## src/rtl/ps2_rx_fifo.sv

```systemverilog
// ps2_rx_fifo: PS/2 keyboard receiver oversampled in clk_cpu, with a scancode FIFO and error pulses.
// Latency: stop-bit sample event to valid = 1 cycle; error pulses follow their cause by 1 cycle.
// Backpressure: head byte held while ready=0; a byte arriving at a full FIFO with no pop is dropped (overflow).
// Optional build macro PS2_ERR_CNT_EN adds the saturating err_cnt output.

// First-word fall-through byte buffer; accepts a push while full only if a pop happens in the same cycle.
module ps2_rx_fifo_buf #(
  parameter int W     = 8,
  parameter int DEPTH = 8
) (
  input  logic                     i_clk,
  input  logic                     i_rst_n,
  input  logic                     i_push,
  input  logic [W-1:0]             i_push_dat,
  input  logic                     i_pop,
  output logic [W-1:0]             o_dat,
  output logic                     o_vld,
  output logic [$clog2(DEPTH):0]   o_count,
  output logic                     o_drop
);
  localparam int AW = $clog2(DEPTH);
  localparam logic [AW:0] FULL_CNT = (AW+1)'(DEPTH);

  logic [W-1:0]  r_mem [DEPTH];
  logic [AW-1:0] r_wr_ptr;
  logic [AW-1:0] r_rd_ptr;
  logic [AW:0]   r_count;
  logic          w_full;
  logic          w_do_pop;
  logic          w_do_push;

  assign w_full    = (r_count == FULL_CNT);
  assign o_vld     = (r_count != '0);
  assign w_do_pop  = i_pop & o_vld;
  // When full, the slot being written is the head being popped, so the overwrite is safe.
  assign w_do_push = i_push & (~w_full | w_do_pop);
  assign o_drop    = i_push & ~w_do_push;
  assign o_count   = r_count;
  // Head is forced to zero while empty so the output is clean out of reset.
  assign o_dat     = o_vld ? r_mem[r_rd_ptr] : '0;

  // Storage write; contents need no reset because the count gates visibility.
  always_ff @(posedge i_clk) begin
    if (w_do_push) begin
      r_mem[r_wr_ptr] <= i_push_dat;
    end
  end

  // Pointer and occupancy bookkeeping; pointers wrap modulo DEPTH.
  always_ff @(posedge i_clk or negedge i_rst_n) begin
    if (!i_rst_n) begin
      r_wr_ptr <= '0;
      r_rd_ptr <= '0;
      r_count  <= '0;
    end else begin
      if (w_do_push) begin
        r_wr_ptr <= r_wr_ptr + 1'b1;
      end
      if (w_do_pop) begin
        r_rd_ptr <= r_rd_ptr + 1'b1;
      end
      case ({w_do_push, w_do_pop})
        2'b10:   r_count <= r_count + 1'b1;
        2'b01:   r_count <= r_count - 1'b1;
        default: r_count <= r_count;
      endcase
    end
  end
endmodule

module ps2_rx_fifo #(
  parameter int FIFO_DEPTH  = 8,
  parameter int SYNC_STAGES = 2,
  parameter int FILTER_LEN  = 4,
  parameter int TIMEOUT_CYC = 50000,
  parameter int ERR_CNT_W   = 8
) (
  input  logic                          clk_cpu,
  input  logic                          rst_n,
  input  logic                          ps2_clk,
  input  logic                          ps2_data,
  output logic [7:0]                    scancode,
  output logic                          valid,
  input  logic                          ready,
  output logic [$clog2(FIFO_DEPTH):0]   fifo_count,
  output logic                          parity_err,
  output logic                          frame_err,
  output logic                          overflow
`ifdef PS2_ERR_CNT_EN
  ,
  output logic [ERR_CNT_W-1:0]          err_cnt
`endif
);
  localparam int FW = $clog2(FILTER_LEN + 1);
  localparam int TW = $clog2(TIMEOUT_CYC + 1);
  localparam logic [FW-1:0] FLT_LAST = FW'(FILTER_LEN - 1);
  localparam logic [TW-1:0] TMO_LAST = TW'(TIMEOUT_CYC);

  typedef enum logic [1:0] {
    S_IDLE   = 2'd0,
    S_DATA   = 2'd1,
    S_PARITY = 2'd2,
    S_STOP   = 2'd3
  } state_t;

  logic [SYNC_STAGES-1:0] r_clk_sync;
  logic [SYNC_STAGES-1:0] r_dat_sync;
  logic                   w_clk_s;
  logic                   w_dat;
  logic [FW-1:0]          r_flt_cnt;
  logic                   r_flt_clk;
  logic                   r_flt_d;
  logic                   w_se;

  state_t                 r_state;
  state_t                 w_state_nxt;
  logic [2:0]             r_bit_idx;
  logic [7:0]             r_shift;
  logic                   r_ok;
  logic [TW-1:0]          r_tmo_cnt;
  logic                   w_tmo;
  logic                   w_push;
  logic                   w_perr;
  logic                   w_ferr;
  logic                   w_drop;

  logic                   r_parity_err;
  logic                   r_frame_err;
  logic                   r_overflow;

  assign w_clk_s = r_clk_sync[SYNC_STAGES-1];
  assign w_dat   = r_dat_sync[SYNC_STAGES-1];

  // Synchronise both raw lines; idle-high bus means reset to ones.
  always_ff @(posedge clk_cpu or negedge rst_n) begin
    if (!rst_n) begin
      r_clk_sync <= '1;
      r_dat_sync <= '1;
    end else begin
      r_clk_sync <= {r_clk_sync[SYNC_STAGES-2:0], ps2_clk};
      r_dat_sync <= {r_dat_sync[SYNC_STAGES-2:0], ps2_data};
    end
  end

  // Glitch filter: the filtered clock follows only after FILTER_LEN consecutive differing samples.
  always_ff @(posedge clk_cpu or negedge rst_n) begin
    if (!rst_n) begin
      r_flt_cnt <= '0;
      r_flt_clk <= 1'b1;
      r_flt_d   <= 1'b1;
    end else begin
      r_flt_d <= r_flt_clk;
      if (w_clk_s == r_flt_clk) begin
        r_flt_cnt <= '0;
      end else if (r_flt_cnt == FLT_LAST) begin
        r_flt_clk <= w_clk_s;
        r_flt_cnt <= '0;
      end else begin
        r_flt_cnt <= r_flt_cnt + 1'b1;
      end
    end
  end

  // Sample event: one cycle on each filtered 1->0 transition.
  assign w_se = r_flt_d & ~r_flt_clk;

  // Inter-edge watchdog; a sample event always wins over a coincident expiry.
  assign w_tmo = (r_state != S_IDLE) & ~w_se & (r_tmo_cnt == TMO_LAST);

  // Frame FSM state register.
  always_ff @(posedge clk_cpu or negedge rst_n) begin
    if (!rst_n) begin
      r_state <= S_IDLE;
    end else begin
      r_state <= w_state_nxt;
    end
  end

  // Frame FSM next state and per-frame verdicts.
  always_comb begin
    w_state_nxt = r_state;
    w_push      = 1'b0;
    w_perr      = 1'b0;
    w_ferr      = 1'b0;
    if (w_tmo) begin
      w_state_nxt = S_IDLE;
      w_ferr      = 1'b1;
    end else if (w_se) begin
      case (r_state)
        S_IDLE: begin
          if (!w_dat) begin
            w_state_nxt = S_DATA;
          end
        end
        S_DATA: begin
          if (r_bit_idx == 3'd7) begin
            w_state_nxt = S_PARITY;
          end
        end
        S_PARITY: begin
          w_state_nxt = S_STOP;
        end
        S_STOP: begin
          w_state_nxt = S_IDLE;
          if (!w_dat) begin
            w_ferr = 1'b1;
          end else if (!r_ok) begin
            w_perr = 1'b1;
          end else begin
            w_push = 1'b1;
          end
        end
        default: w_state_nxt = S_IDLE;
      endcase
    end
  end

  // Shift register, bit index and parity verdict, advanced on sample events.
  always_ff @(posedge clk_cpu or negedge rst_n) begin
    if (!rst_n) begin
      r_bit_idx <= '0;
      r_shift   <= '0;
      r_ok      <= 1'b0;
    end else if (w_tmo) begin
      r_bit_idx <= '0;
      r_shift   <= '0;
      r_ok      <= 1'b0;
    end else if (w_se) begin
      case (r_state)
        S_IDLE: begin
          r_bit_idx <= '0;
        end
        S_DATA: begin
          r_shift[r_bit_idx] <= w_dat;
          r_bit_idx          <= r_bit_idx + 1'b1;
        end
        S_PARITY: begin
          // Odd parity: the parity bit together with the data holds an odd number of ones.
          r_ok <= w_dat ^ (^r_shift);
        end
        default: begin
          r_bit_idx <= r_bit_idx;
        end
      endcase
    end
  end

  // Timeout counter: idle-cleared, restarted on every sample event.
  always_ff @(posedge clk_cpu or negedge rst_n) begin
    if (!rst_n) begin
      r_tmo_cnt <= '0;
    end else if ((r_state == S_IDLE) || w_se || w_tmo) begin
      r_tmo_cnt <= '0;
    end else begin
      r_tmo_cnt <= r_tmo_cnt + 1'b1;
    end
  end

  ps2_rx_fifo_buf #(
    .W     (8),
    .DEPTH (FIFO_DEPTH)
  ) u_fifo (
    .i_clk      (clk_cpu),
    .i_rst_n    (rst_n),
    .i_push     (w_push),
    .i_push_dat (r_shift),
    .i_pop      (ready),
    .o_dat      (scancode),
    .o_vld      (valid),
    .o_count    (fifo_count),
    .o_drop     (w_drop)
  );

  // Error pulses, registered one cycle after their cause.
  always_ff @(posedge clk_cpu or negedge rst_n) begin
    if (!rst_n) begin
      r_parity_err <= 1'b0;
      r_frame_err  <= 1'b0;
      r_overflow   <= 1'b0;
    end else begin
      r_parity_err <= w_perr;
      r_frame_err  <= w_ferr;
      r_overflow   <= w_drop;
    end
  end

  assign parity_err = r_parity_err;
  assign frame_err  = r_frame_err;
  assign overflow   = r_overflow;

`ifdef PS2_ERR_CNT_EN
  logic [ERR_CNT_W-1:0] r_err_cnt;

  // Saturating error counter, one step per cycle with any error pulse.
  always_ff @(posedge clk_cpu or negedge rst_n) begin
    if (!rst_n) begin
      r_err_cnt <= '0;
    end else if ((r_parity_err | r_frame_err | r_overflow) && (r_err_cnt != '1)) begin
      r_err_cnt <= r_err_cnt + 1'b1;
    end
  end

  assign err_cnt = r_err_cnt;
`else
  logic w_unused_err_w;
  assign w_unused_err_w = (ERR_CNT_W != 0);
`endif
endmodule

```

## config.mk

```make
export PLATFORM = sky130hd
export DESIGN_NAME = ps2_rx_fifo
export DESIGN_NICKNAME = d
export VERILOG_FILES = /design/src/rtl/ps2_rx_fifo.sv
export SDC_FILE = /design/constraint.sdc
export NUM_CORES = 1
export LEC_CHECK = 0
export BUFFER_PORTS_ARGS = -buffer_cell sky130_fd_sc_hd__buf_2
export CORE_MARGIN = 4
export CORE_UTILIZATION = 45
export CTS_CLUSTER_DIAMETER = 200
export DETAILED_ROUTE_END_ITERATION = 10
export PLACE_DENSITY = 0.73
export SLEW_MARGIN = 20
export SYNTH_ARGS = -nofsm -noshare
export SYNTH_HDL_FRONTEND = slang
export SYNTH_SLANG_ARGS = --single-unit
```

## constraint.sdc

```tcl
create_clock -name clk_cpu -period 4.9 [get_ports clk_cpu]
set_clock_uncertainty 0.2 [all_clocks]
set_input_delay 0.98 -clock clk_cpu [delete_from_list [all_inputs] [get_ports clk_cpu]]
set_output_delay 0.98 -clock clk_cpu [all_outputs]
set_load 0.01 [all_outputs]
```

==> summary.md <==
| Metric | Value |
|---|---|
| Transition at the pin with the smallest max-transition slack | 1.001 ns |
| Static Leak | 0.002266 uW |
| Pin count of the biggest net entering global routing | 53 |
| Top flip-flop cell by instance count after synthesis | sky130_fd_sc_hd__edfxtp_1 |
| Cell Area, Synth | 5156 um^2 |
| Detailed Place HPWL | 5774 um |
| Initial antenna violation count | 0 |
| Commonest non-fill, non-tap cell in the layout | sky130_fd_sc_hd__edfxtp_1 |
| Synthesized netlist net count | 381 |
| Final Routed Wirelength | 8921 um |
| EDFF count, synth | 64 |
| Number of cells in the finished layout apart from fillers | 541 |
| Number of global-route vias before repair | 3009 |
| Synthesized area divided by synthesized cell count | 14.28 um^2 |
| Fraction of synthesized cell area taken by the top area cell type | 37.27% |
| Starting density of the core | 46.74% |
| Cell count after synthesis | 361 |
| Part of the cycle the worst path needs | 67.37% |
| Area of the die | 13240 um^2 |
| Nature of the critical path endpoint | output pin |
| Post-detailed-route wirelength per cell | 16.49 um |
| Power density cells | 557.5 nW/um^2 |
| Fin Setup TNS | 0 ns |
| Worst-case headroom to the max-slew limit | 32.75% |
| H-tree Lvls | 4 |
| Synthesis Warnings | 0 |
| Gr usage total | 15.10% |
| Core Util, Final | 53.94% |
| Global-route wire length before repair | 15140 um |
| Floorplan die width | 115.0 um |
| Run status | finished, final reports clean |
| Die height | 115.0 um |
| Crit path time final | 3.301 ns |
| Share of layout cells above drive strength 1 | 22.94% |
| Max-cap violations | 0 |
| CP cell instances | mux4_2, mux2i_1, nor2_1, buf_2 |
| Min-Delay Path Class | flop to flop |
| Post-place setup slack | 1.506 ns |
| Commonest cells after routing, fill and taps aside | sky130_fd_sc_hd__edfxtp_1 (64), sky130_fd_sc_hd__nor2_1 (45), sky130_fd_sc_hd__dfrtp_1 (45) |
| Count of filler cells inserted in the layout | 895 |
| Setup-violating endpoint count in the final report | 0 |
| Final slew viol count | 0 |
| Post-CTS Repair Setup Buffers | 0 |
| Proportion of synthesized flip-flops having asynchronous set or reset | 44.83% |
| Data required time at the worst endpoint | 3.72 ns |
| Highest net fanout along the worst path | 18 |
| TritonCTS clock tree | built |
| Initial DRT Pass Iterations | 4 |
| Clock-pin slew on the worst setup and hold paths | 0.06 ns |
| CTS Buf Count | 17 |
| Worst ir drop on vdd | 0.0003442 V |
| Via count | 2860 |
| Crit path setup slack, layout | 1.599 ns |
| Share of the yosys chip area belonging to registers | 62.65% |
| Slowest stage cell on the critical path | sky130_fd_sc_hd__dfrtp_2 |
| Post-layout net count | 408 |
| Leading cell types by total area after synthesis | sky130_fd_sc_hd__edfxtp_1 (37%), sky130_fd_sc_hd__dfrtp_1 (22%), sky130_fd_sc_hd__mux4_2 (7.0%) |
| # IOs | 21 |
| Insertion delay to the later sink of the worst-skew pair | 0.41 ns |
| Power consumption | 3317 uW |
| Worst setup path category | flop to output pin |
| Number of rows in the core area | 38 |
| Final weighted congestion in routability-driven placement | 0.7487 |
| Unrepaired setup endpoints after global routing | no |
| Number of port buffers | 20 |
| Overall overflow remaining after global route | 0 |
| Growth of design area from synthesis to finish | 15.38% |
| Max Root-Sink Buffers | 2 |
| CP Data Arrival Time | 2.12 ns |
| Diode count | 0 |
| Quantity of gates resized following cts | 0 |
| Area of the core | 11030 um^2 |
| Flip-flop and latch count after synthesis | 116 |
| Kind of start point of the critical path | flop |
| Violation count after the first detailed-routing iteration | 149 |
| F_max | 302.9 MHz |
| Number of placed instances, taps included | 509 |
| Final hold vios | 0 |
| Clock sink count | 116 |
| Number of routed nets with antenna violations | 0 |
| Delay contributed by the slowest stage of the critical path | 0.75 ns |
| Cts hold-fix bufs | 0 |
| Top cell type by total area after synthesis | sky130_fd_sc_hd__edfxtp_1 |
| Cell variety after synth | 56 |
| DRC violation count after routing | 0 |
| Vias per cell | 5.287 |
| Clock Root Buffer | sky130_fd_sc_hd__clkbuf_16 |
## flip-flops by register name, summed over array words and instances (netlist names), 2 cells and up
signal,count
u_fifo.r_rd_ptr,3
r_shift,8
r_bit_idx,3
u_fifo.r_wr_ptr,3
r_state,2
r_tmo_cnt,16
u_fifo.r_mem,64
u_fifo.o_count,4
r_dat_sync,2
r_clk_sync,2
r_flt_cnt,3
## stage by stage
stage / hold slack, ns / cell area (um^2)
global route: 0.1600 / 5949
floorplan: 0.1452 / 5156
global placement: 0.1458 / 5363
detailed placement: 0.1472 / 5363
finish: 0.1538 / 5949
CTS: 0.1547 / 5934
## cells by family (layout without fill, tap and decap cells)
kind of cell	Yosys count	count (layout)	synth area share, %
and+or+nand+nor	121	121	12.76
buffers and inverters	25	65	2.354
DFF	116	116	62.65
AOI/OAI and AO/OA	22	22	3.009
adders and majority gates	15	15	3.640
muxes	34	34	10.56
xor gates and xnor gates	28	28	5.023
## final timing paths
check	depth (start not counted)	end	slack [ns]	start
worst max-delay path	4	scancode[4]	1.60	u_fifo.r_rd_ptr[0]
worst min-delay path	0	r_dat_sync[1]	0.15	r_dat_sync[0]
worst max register to register	10	u_fifo.o_count[2]	1.71	r_dat_sync[1]
worst min register to register	0	r_dat_sync[1]	0.15	r_dat_sync[0]
max in group asynchronous	2	u_fifo.r_rd_ptr[0]	3.56	rst_n
min in group asynchronous	2	r_tmo_cnt[9]	0.48	rst_n
## area by class of cell
cell class,instances,area (um^2),area share [%]
Sequential cell,116,3232,54.32
Multi-Input combinational cell,220,1818,30.56
Clock buffer,17,425.4,7.150
Tap cell,140,175.2,2.944
Clock inverter,15,146.4,2.461
Timing Repair Buffer,21,107.6,1.809
Inverter,12,45.04,0.7571
## cells in the mapped netlist, types with 3 or more instances
cell and instances:
sky130_fd_sc_hd__a21oi_1 5, sky130_fd_sc_hd__a32o_1 3, sky130_fd_sc_hd__buf_2 4, sky130_fd_sc_hd__clkbuf_1 4
sky130_fd_sc_hd__dfrtp_1 46, sky130_fd_sc_hd__dfstp_2 6, sky130_fd_sc_hd__edfxtp_1 64, sky130_fd_sc_hd__ha_1 15
sky130_fd_sc_hd__inv_1 12, sky130_fd_sc_hd__mux2_2 3, sky130_fd_sc_hd__mux2i_1 15, sky130_fd_sc_hd__mux4_2 16
sky130_fd_sc_hd__nand2_1 20, sky130_fd_sc_hd__nand2b_1 5, sky130_fd_sc_hd__nand3_1 5, sky130_fd_sc_hd__nand3b_1 5
sky130_fd_sc_hd__nand4_1 3, sky130_fd_sc_hd__nand4b_1 3, sky130_fd_sc_hd__nor2_1 45, sky130_fd_sc_hd__nor2b_1 3
sky130_fd_sc_hd__nor3_1 9, sky130_fd_sc_hd__nor3b_1 4, sky130_fd_sc_hd__nor4_1 4, sky130_fd_sc_hd__o21ai_0 3
sky130_fd_sc_hd__xnor2_1 18, sky130_fd_sc_hd__xor2_1 9
## metal layers
metal / global-route usage (%) / up-vias / routed length [um]
met5: 0 / - / 0
met4: 5.399 / 0 / 85
met3: 4.789 / 6 / 270
met2: 24.92 / 35 / 4575
met1: 18.81 / 1435 / 3990
li1: - / 1384 / -
## critical path: cells and delay by family (launching register included)
family                 cells  cell delay [ns]
flip-flops                 1             0.75
multiplexers               2             0.73
buffers and inverters      1             0.17
AND/OR/NAND/NOR            1             0.06
## report_power, final
group          switching (uW)  internal, uW
sequential                247          1160
clock                     462           708
combinational             338           400
Power figures use the tool's default switching activity.
